$ cat src/rtl/chimera_cluster_pwr_ctrl.sv
// chimera_cluster_pwr_ctrl
// Register-programmed power sequencer for the Chimera clusters. Each cluster
// has its own FSM ordering clock enable, reset release, AXI isolation and
// drain, so clusters can be switched at runtime without cutting off traffic.
module chimera_cluster_pwr_ctrl #(
    parameter int unsigned NumClusters  = 5,
    parameter int unsigned AddrWidth    = 32,
    parameter int unsigned DefaultDelay = 8,
    parameter int unsigned DrainTimeout = 1024
) (
    input  logic                   clk_i,
    input  logic                   rst_ni,
    input  logic                   reg_valid_i,
    input  logic                   reg_write_i,
    input  logic [AddrWidth-1:0]   reg_addr_i,
    input  logic [31:0]            reg_wdata_i,
    input  logic [3:0]             reg_wstrb_i,
    output logic                   reg_ready_o,
    output logic [31:0]            reg_rdata_o,
    output logic                   reg_error_o,
    input  logic [NumClusters-1:0] cluster_idle_i,
    output logic [NumClusters-1:0] cluster_clk_en_o,
    output logic [NumClusters-1:0] cluster_rst_no,
    output logic [NumClusters-1:0] cluster_iso_o
);

    // One counter serves both the sequencing delay and the drain timeout,
    // so it must be wide enough for whichever is larger.
    localparam int unsigned ToBits = $clog2(DrainTimeout + 1);
    localparam int unsigned CntW   = (ToBits > 8) ? ToBits : 8;

    localparam logic [2:0] OffEnReq    = 3'd0;
    localparam logic [2:0] OffStatus   = 3'd1;
    localparam logic [2:0] OffBusy     = 3'd2;
    localparam logic [2:0] OffSeqDelay = 3'd3;
    localparam logic [2:0] OffTimeout  = 3'd4;

    typedef enum logic [2:0] {
        StOff,
        StClkOn,
        StRun,
        StDrain,
        StReset
    } state_t;

    logic [2:0]             reg_offset;
    logic [31:0]            wbyte_mask;
    logic [NumClusters-1:0] en_req_reg;
    logic [NumClusters-1:0] timeout_reg;
    logic [7:0]             seq_delay_reg;
    logic [NumClusters-1:0] run_vec;
    logic [NumClusters-1:0] busy_vec;
    logic [NumClusters-1:0] timeout_set;
    logic [NumClusters-1:0] timeout_clr;
    logic [CntW-1:0]        delay_load;
    logic [CntW-1:0]        drain_load;
    logic                   wr_en_req;
    logic                   wr_seq_delay;
    logic                   wr_timeout;
    logic                   unused_addr;
    logic                   unused_wdata;

    // Only the word offset is decoded; the remaining address bits are ignored.
    assign reg_offset   = reg_addr_i[4:2];
    assign unused_addr  = ^reg_addr_i;
    assign unused_wdata = ^reg_wdata_i;

    for (genvar gi = 0; gi < 4; gi++) begin : g_wbyte
        assign wbyte_mask[8*gi +: 8] = {8{reg_wstrb_i[gi]}};
    end

    assign wr_en_req    = reg_valid_i && reg_write_i && (reg_offset == OffEnReq);
    assign wr_seq_delay = reg_valid_i && reg_write_i && (reg_offset == OffSeqDelay)
                          && reg_wstrb_i[0];
    assign wr_timeout   = reg_valid_i && reg_write_i && (reg_offset == OffTimeout);
    assign timeout_clr  = wr_timeout ? (reg_wdata_i[NumClusters-1:0] & wbyte_mask[NumClusters-1:0])
                                     : '0;

    // A programmed delay of zero is stretched to one cycle.
    assign delay_load = (seq_delay_reg == 8'd0) ? CntW'(1) : CntW'(seq_delay_reg);
    assign drain_load = CntW'(DrainTimeout);

    // Configuration registers; a timeout event wins over a same-cycle clear.
    always_ff @(posedge clk_i or negedge rst_ni) begin
        if (!rst_ni) begin
            en_req_reg    <= '0;
            timeout_reg   <= '0;
            seq_delay_reg <= 8'(DefaultDelay);
        end else begin
            if (wr_en_req) begin
                en_req_reg <= (en_req_reg & ~wbyte_mask[NumClusters-1:0])
                            | (reg_wdata_i[NumClusters-1:0] & wbyte_mask[NumClusters-1:0]);
            end
            if (wr_seq_delay) begin
                seq_delay_reg <= reg_wdata_i[7:0];
            end
            timeout_reg <= (timeout_reg & ~timeout_clr) | timeout_set;
        end
    end

    // Combinational read/error response in the request cycle.
    always_comb begin
        reg_rdata_o = '0;
        reg_error_o = 1'b0;
        if (reg_valid_i) begin
            case (reg_offset)
                OffEnReq:    if (!reg_write_i) reg_rdata_o = 32'(en_req_reg);
                OffStatus:   if (reg_write_i) reg_error_o = 1'b1;
                             else             reg_rdata_o = 32'(run_vec);
                OffBusy:     if (reg_write_i) reg_error_o = 1'b1;
                             else             reg_rdata_o = 32'(busy_vec);
                OffSeqDelay: if (!reg_write_i) reg_rdata_o = {24'd0, seq_delay_reg};
                OffTimeout:  if (!reg_write_i) reg_rdata_o = 32'(timeout_reg);
                default:     reg_error_o = 1'b1;
            endcase
        end
    end

    assign reg_ready_o = reg_valid_i;

    for (genvar gi = 0; gi < NumClusters; gi++) begin : g_cluster
        state_t          state_reg;
        state_t          state_next;
        logic [CntW-1:0] cnt_reg;
        logic [CntW-1:0] cnt_next;
        logic            to_hit;
        logic            clk_en_reg;
        logic            rst_n_reg;
        logic            iso_reg;

        // Next-state logic: sequences always run to completion before the
        // request bit is looked at again.
        always_comb begin
            state_next = state_reg;
            cnt_next   = cnt_reg;
            to_hit     = 1'b0;
            case (state_reg)
                StOff: begin
                    if (en_req_reg[gi]) begin
                        state_next = StClkOn;
                        cnt_next   = delay_load;
                    end
                end
                StClkOn: begin
                    cnt_next = cnt_reg - CntW'(1);
                    if (cnt_reg <= CntW'(1)) state_next = StRun;
                end
                StRun: begin
                    if (!en_req_reg[gi]) begin
                        state_next = StDrain;
                        cnt_next   = drain_load;
                    end
                end
                StDrain: begin
                    cnt_next = cnt_reg - CntW'(1);
                    if (cluster_idle_i[gi]) begin
                        state_next = StReset;
                        cnt_next   = delay_load;
                    end else if (cnt_reg <= CntW'(1)) begin
                        to_hit     = 1'b1;
                        state_next = StReset;
                        cnt_next   = delay_load;
                    end
                end
                StReset: begin
                    cnt_next = cnt_reg - CntW'(1);
                    if (cnt_reg <= CntW'(1)) state_next = StOff;
                end
                default: begin
                    state_next = StOff;
                    cnt_next   = '0;
                end
            endcase
        end

        // State, counter and output flops; outputs are decoded from the next
        // state so they change on the same edge as the state itself.
        always_ff @(posedge clk_i or negedge rst_ni) begin
            if (!rst_ni) begin
                state_reg  <= StOff;
                cnt_reg    <= '0;
                clk_en_reg <= 1'b0;
                rst_n_reg  <= 1'b0;
                iso_reg    <= 1'b1;
            end else begin
                state_reg  <= state_next;
                cnt_reg    <= cnt_next;
                clk_en_reg <= (state_next != StOff);
                rst_n_reg  <= (state_next == StRun) || (state_next == StDrain);
                iso_reg    <= (state_next != StRun);
            end
        end

        assign cluster_clk_en_o[gi] = clk_en_reg;
        assign cluster_rst_no[gi]   = rst_n_reg;
        assign cluster_iso_o[gi]    = iso_reg;
        assign run_vec[gi]          = (state_reg == StRun);
        assign busy_vec[gi]         = (state_reg != StOff) && (state_reg != StRun);
        assign timeout_set[gi]      = to_hit;
    end

endmodule

$ cat config.mk
export PLATFORM = sky130hd
export DESIGN_NAME = chimera_cluster_pwr_ctrl
export DESIGN_NICKNAME = d
export VERILOG_FILES = /design/src/rtl/chimera_cluster_pwr_ctrl.sv
export SDC_FILE = /design/constraint.sdc
export NUM_CORES = 1
export LEC_CHECK = 0
export ABC_AREA = 1
export BUFFER_PORTS_ARGS = -buffer_cell sky130_fd_sc_hd__buf_2
export CAP_MARGIN = 15
export CORE_UTILIZATION = 61
export DETAILED_ROUTE_END_ITERATION = 10
export PLACE_DENSITY = 0.94
export SYNTH_ARGS = -nofsm -noshare
export SYNTH_HDL_FRONTEND = slang
export SYNTH_SLANG_ARGS = --single-unit
$ cat constraint.sdc
create_clock -name clk_i -period 3.49 [get_ports clk_i]
set_input_delay 0.349 -clock clk_i [delete_from_list [all_inputs] [get_ports clk_i]]
set_output_delay 0.349 -clock clk_i [all_outputs]
set_load 0.005 [all_outputs]
Yosys cells after proc, flatten, opt, wreduce, memory -nomap -nowiden
Index checks and enable logic that the tools add are counted. Widths: inputs -> output; s select.

Bits in registers: 103. Bits of input ports: 77. Output and inout port bits: 49. Word-level logic and storage cells: 230.

$add $sub $neg: 5. $lt $le $gt $ge: 5. Eq/ne operators: 54. Muxes and demuxes: 87. Bitwise logic cells: 7. Reduce and logical (&&, ||, !) cells: 44.

Operator list (count): $mux 11 (20); $pmux 11 s4 (5); $mux 3 (30); $pmux 3 s5 (5); $eq 3x2->1 const B (22); $le 11x1->1 const B (5); $sub 11x1->11 const B (5); $pmux 8 s5 (1); $mux 32 (1); $ne 3x2->1 const B (10); $reduce_bool 3->1 (10); $mux 5 (5); $ne 2x2->1 const B (10); $eq 3x1->1 const B (6); $eq 3x3->1 const B (6); $logic_not 3->1 (6); $mux 1 (17); $mux 8 (2); $and 5x5->5 (3); $reduce_or 2->1 (6); $logic_and 1x1->1 (10); $not 5->5 (2); $or 5x5->5 (2); $reduce_and 2->1 (5); other kinds (4) (8).

Depth between registers and ports, before layout
Word-level depth: 6. Depth in mapped cells: 14. Mapped depth without buffers: 13.

Worst setup path after synthesis
Ideal clock, no wire load.

Path type: register to register. From: register g_cluster[2].cnt_reg[1]. To: register g_cluster[2].cnt_reg[7]. Setup time: 0.117 ns. Arrival: 1.376 ns. Required time: 3.373 ns. Path slack: 1.997 ns. Stages on the path, launching flop included: 15. Path buffers: 1. Period minus slack after synthesis: 1.493 ns. Path through: dfrtp_1 > inv_1 > ha_1 > nand2_1 > nor2_1 > nand2_1 > nand2_2 > inv_2 > nand2_4 > nand2_2 > buf_6 > nand2_1 > nand2_1 > nand2_1 > nand2_1.

Word-level cells in the longest chain between the ends: 4. Elaborated cells between the ends (all ways): 5. Classes of those cells: 1 x add/sub; 1 x order compare; 3 x mux.

Ends and longest elaborated chain: start, declared (line 124) `logic [CntW-1:0] cnt_reg;`; start signal, assigned (line 187) `cnt_reg <= cnt_next;`; $sub 11x1->11 / $le 11x1->1 (equally long branches); $mux 11 (line 159) `end else if (cnt_reg <= CntW'(1)) begin`; $mux 11 (line 156) `if (cluster_idle_i[gi]) begin`; $pmux 11 s4 (*) (line 137) `case (state_reg)`.

Every way passes the cells marked *; elsewhere a longest branch is shown, timed or not. A chain may end at the register's enable or synchronous reset.

Worst setup path after layout
From: register g_cluster[2].state_reg[2]. To: output port reg_rdata_o[2].

Word-level cells in the longest chain between the ends: 5. Elaborated cells between the ends (all ways): 8. Classes of those cells: 2 x eq/ne; 4 x mux; 2 x reduce/logical.

Ends and longest elaborated chain: start, declared (line 122) `state_t state_reg;`; start signal, assigned (line 180) `state_reg <= StOff;`; start signal, assigned (line 186) `state_reg <= state_next;`; $ne 3x2->1 / $reduce_bool 3->1 (equally long branches) (line 198) `assign busy_vec[gi] = (state_reg != StOff) && (state_reg != StRun);`; $logic_and 1x1->1 (line 198); $mux 5 (line 110) `OffBusy: if (reg_write_i) reg_error_o = 1'b1;`; $pmux 8 s5 (*) (line 106) `case (reg_offset)`; $mux 32 (*) (line 105) `if (reg_valid_i) begin`; end, declared (line 19) `output logic [31:0] reg_rdata_o,`.

Marks and branches as above.

==> out/results.ini <==
[global_routing]
grt_max_degree=43
first_global_vias=5375
grt_pass1_wl_um=24400
gr-total-overflow=0
grt_util_all_layers_pct=27.7
antenna_found_initial=0

[finish]
fin_area_um2=6840
largest_reg_flops=55
fillers=889
stdcell_count=1086
antenna_cells=0
area.growth.synth_to_final_pct=4.99
drive_gt1_share_pct=10.7
finalNetCount=1032

[synthesis]
ys_seq_area_share_pct=39.7
async_flop_share_pct=100
synth_area_per_cell_um2=7.13
ys_types=36
syn-cell-area_um2=6520
synth_warnings=0
synth-edff-count=0
synth_ff_type=dfrtp_1
ys_ff_latch=103
synthCells=914

[worst_hold_path]
min_path_type=input pin to flop

[timing]
setup_tns_ns=0
setup_viol=0
finalMaxSlewViolations=0
period_needed_ns=2.24
worst_clock_skew_ns=0.0148
finalCritPeriodShare_pct=64.1
tightest_slew_ns=0.875
max_slew_margin_pct=41.1
finalHoldViolCount=0
finalWorstSetupSlack_ns=1.25
rsz0062_at_grt=no
fmax_ghz=0.447

[placed_design]
dp_cells=1069
placed_area_um2=6640
post-dp-hpwl_um=10600
place_ws_ns=1.43
place.port_buffers=45
gp_congestion=0.945

[worst_setup_path]
worstPathMaxFanout=6
cp_data_arrival_time_ns=1.89
crit_required_ns=3.14
rrSetupSlack_ns=1.66
end_kind=output port
path_class=flop to output port
cp-start-kind=flop

[cts]
clock_sinks=103
ctsLongestPathBuffers=2
cts-root-buf=clkbuf_8
clk_latency_ns=0.39
postCtsSetupBuffers=0
cts_tree=done
cts_buffers=9
cts_max_level=3
cts.clk_slew.worst_paths_ns=0.09

[drt]
avgRoutedWirePerCell_um=13.5
drc=0
vias_per_cell=5.38
drtIter0Drc=387
first_pass_iters=5
routed_wl_um=14600
final_antenna_net_count=0
vias=5844

[floorplanning]
io-pin-count=126
rows=37
start_util_pct=63.1
die_area_um2=11100
die_w_um=105
die_h_um=105
core_um2=10300

[pwr]
vdd_drop_max_uv=482
power_leakage_nw=3.66
power_density_nw_per_um2=863

[job]
maxCapViolations=0

[status]
status=finished clean

report_power, final:
part           total [W]  internal (W)  switching [W]
registers        0.00216       0.00166       0.000504
logic            0.00298       0.00107        0.00191
clock network   0.000772      0.000352       0.000420
stage by stage:
stage | hold slack, ns | utilization, % | total power [W]
floorplan | 0.0534 | - | 0.00458
global placement | 0.363 | 64.3 | 0.00496
detailed placement | 0.365 | 64.3 | 0.00511
CTS | 0.225 | 66.3 | 0.00590
global route | 0.237 | 66.3 | 0.00650
finish | 0.232 | 66.3 | 0.00591
repair_timing:
item / CTS / global route
hold endpoints to repair: 38 / 0
hold buffers: 1 / 0
resized for setup: 0 / 0
worst max-delay path, cell delays in order (launching register included):
cell,delay (ns)
dfrtp_1,0.41
inv_1,0.15
nand2_1,0.12
nor2_1,0.28
a22oi_1,0.11
a41oi_1,0.27
buf_2,0.17
placed cells by master, fill, tap and decap left out, types with 2 or more instances in the layout:
| cell | instances |
|---|---|
| xnor2_1 | 11 |
| xor2_1 | 27 |
| nor2_2 | 8 |
| nor3_2 | 2 |
| clkinv_2 | 2 |
| nand3_1 | 67 |
| o21bai_1 | 2 |
| nor2_1 | 99 |
| a21oi_1 | 24 |
| inv_1 | 89 |
| nand2_1 | 314 |
| nor3_1 | 15 |
| buf_4 | 3 |
| or2_1 | 2 |
| clkinv_1 | 2 |
| dfrtp_1 | 97 |
| o21ai_1 | 2 |
| or2_2 | 3 |
| nand2_2 | 11 |
| conb_1 | 24 |
| o21ai_0 | 30 |
| dfstp_2 | 6 |
| clkbuf_8 | 10 |
| nand4_1 | 7 |
| buf_2 | 44 |
| nor3_4 | 2 |
| a41oi_1 | 5 |
| nand2_4 | 3 |
| a22oi_1 | 10 |
| o211ai_1 | 6 |
| ha_1 | 10 |
| inv_2 | 4 |
area by class of cell:
cell class / count / area, um2 / area share, %
clock buffers: 11 / 141 / 2.07
clock inverters: 5 / 56.3 / 0.823
inverters: 95 / 357 / 5.21
multi-input cells: 688 / 3280 / 47.9
flip-flops and latches: 103 / 2580 / 37.8
well taps: 136 / 170 / 2.49
repair buffers: 48 / 253 / 3.69
routing by layer:
metal / share of wire, % / GRT usage (%) / vias to the layer above
met4: 3.3 / 13.1 / 0
met3: 7.2 / 5.13 / 45
met2: 47 / 44.4 / 220
met1: 43 / 36.5 / 2699
li1: - / - / 2880
met5: 0 / 0 / -
cells in the mapped netlist (3+ instances only):
master	instances	share of area (%)
nand2_1	314	18
nor2_1	99	5.7
dfrtp_1	97	37
inv_1	89	5.1
nand3_1	67	5.1
buf_4	40	4.6
o21ai_0	30	2.3
xor2_1	27	3.6
a21oi_1	24	1.8
nor3_1	15	1.2
nand2_2	11	1.1
xnor2_1	11	1.5
a22oi_1	10	1.2
ha_1	10	1.9
nor2_2	8	0.77
nand4_1	7	0.67
dfstp_2	6	2.4
o211ai_1	6	0.69
a41oi_1	5	0.67
buf_6	5	0.86
clkbuf_1	4	0.23
inv_2	4	0.23
nand2_4	3	0.52
or2_2	3	0.29
path summary, 6_finish.rpt:
check | from | to | cells after the start
setup / recovery | g_cluster[2].state_reg[2]$_DFF_PN0_ | reg_rdata_o[2] | 6
hold reg to reg | g_cluster[1].cnt_reg[1]$_DFFE_PN0P_ | g_cluster[1].cnt_reg[1]$_DFFE_PN0P_ | 2
hold / removal | reg_wdata_i[5] | seq_delay_reg[5]$_DFFE_PN0P_ | 3
max in group asynchronous | rst_ni | g_cluster[0].iso_reg$_DFF_PN1_ | 3
setup reg to reg | g_cluster[4].state_reg[2]$_DFF_PN0_ | g_cluster[4].cnt_reg[5]$_DFFE_PN0P_ | 7
min in group asynchronous | rst_ni | g_cluster[1].cnt_reg[1]$_DFFE_PN0P_ | 2
cells by family (layout without fill, tap and decap cells):
logic type / Yosys count / after routing / synth area share, %
xor+xnor: 38 / 38 / 5.11
flops: 103 / 103 / 39.7
other cells: 1 / 24 / 0.0575
compound gates: 82 / 82 / 7.45
simple gates: 534 / 534 / 34.5
fa+ha+maj: 10 / 10 / 1.92
buf+inv: 146 / 159 / 11.3
(Power assumes the default switching activity.)
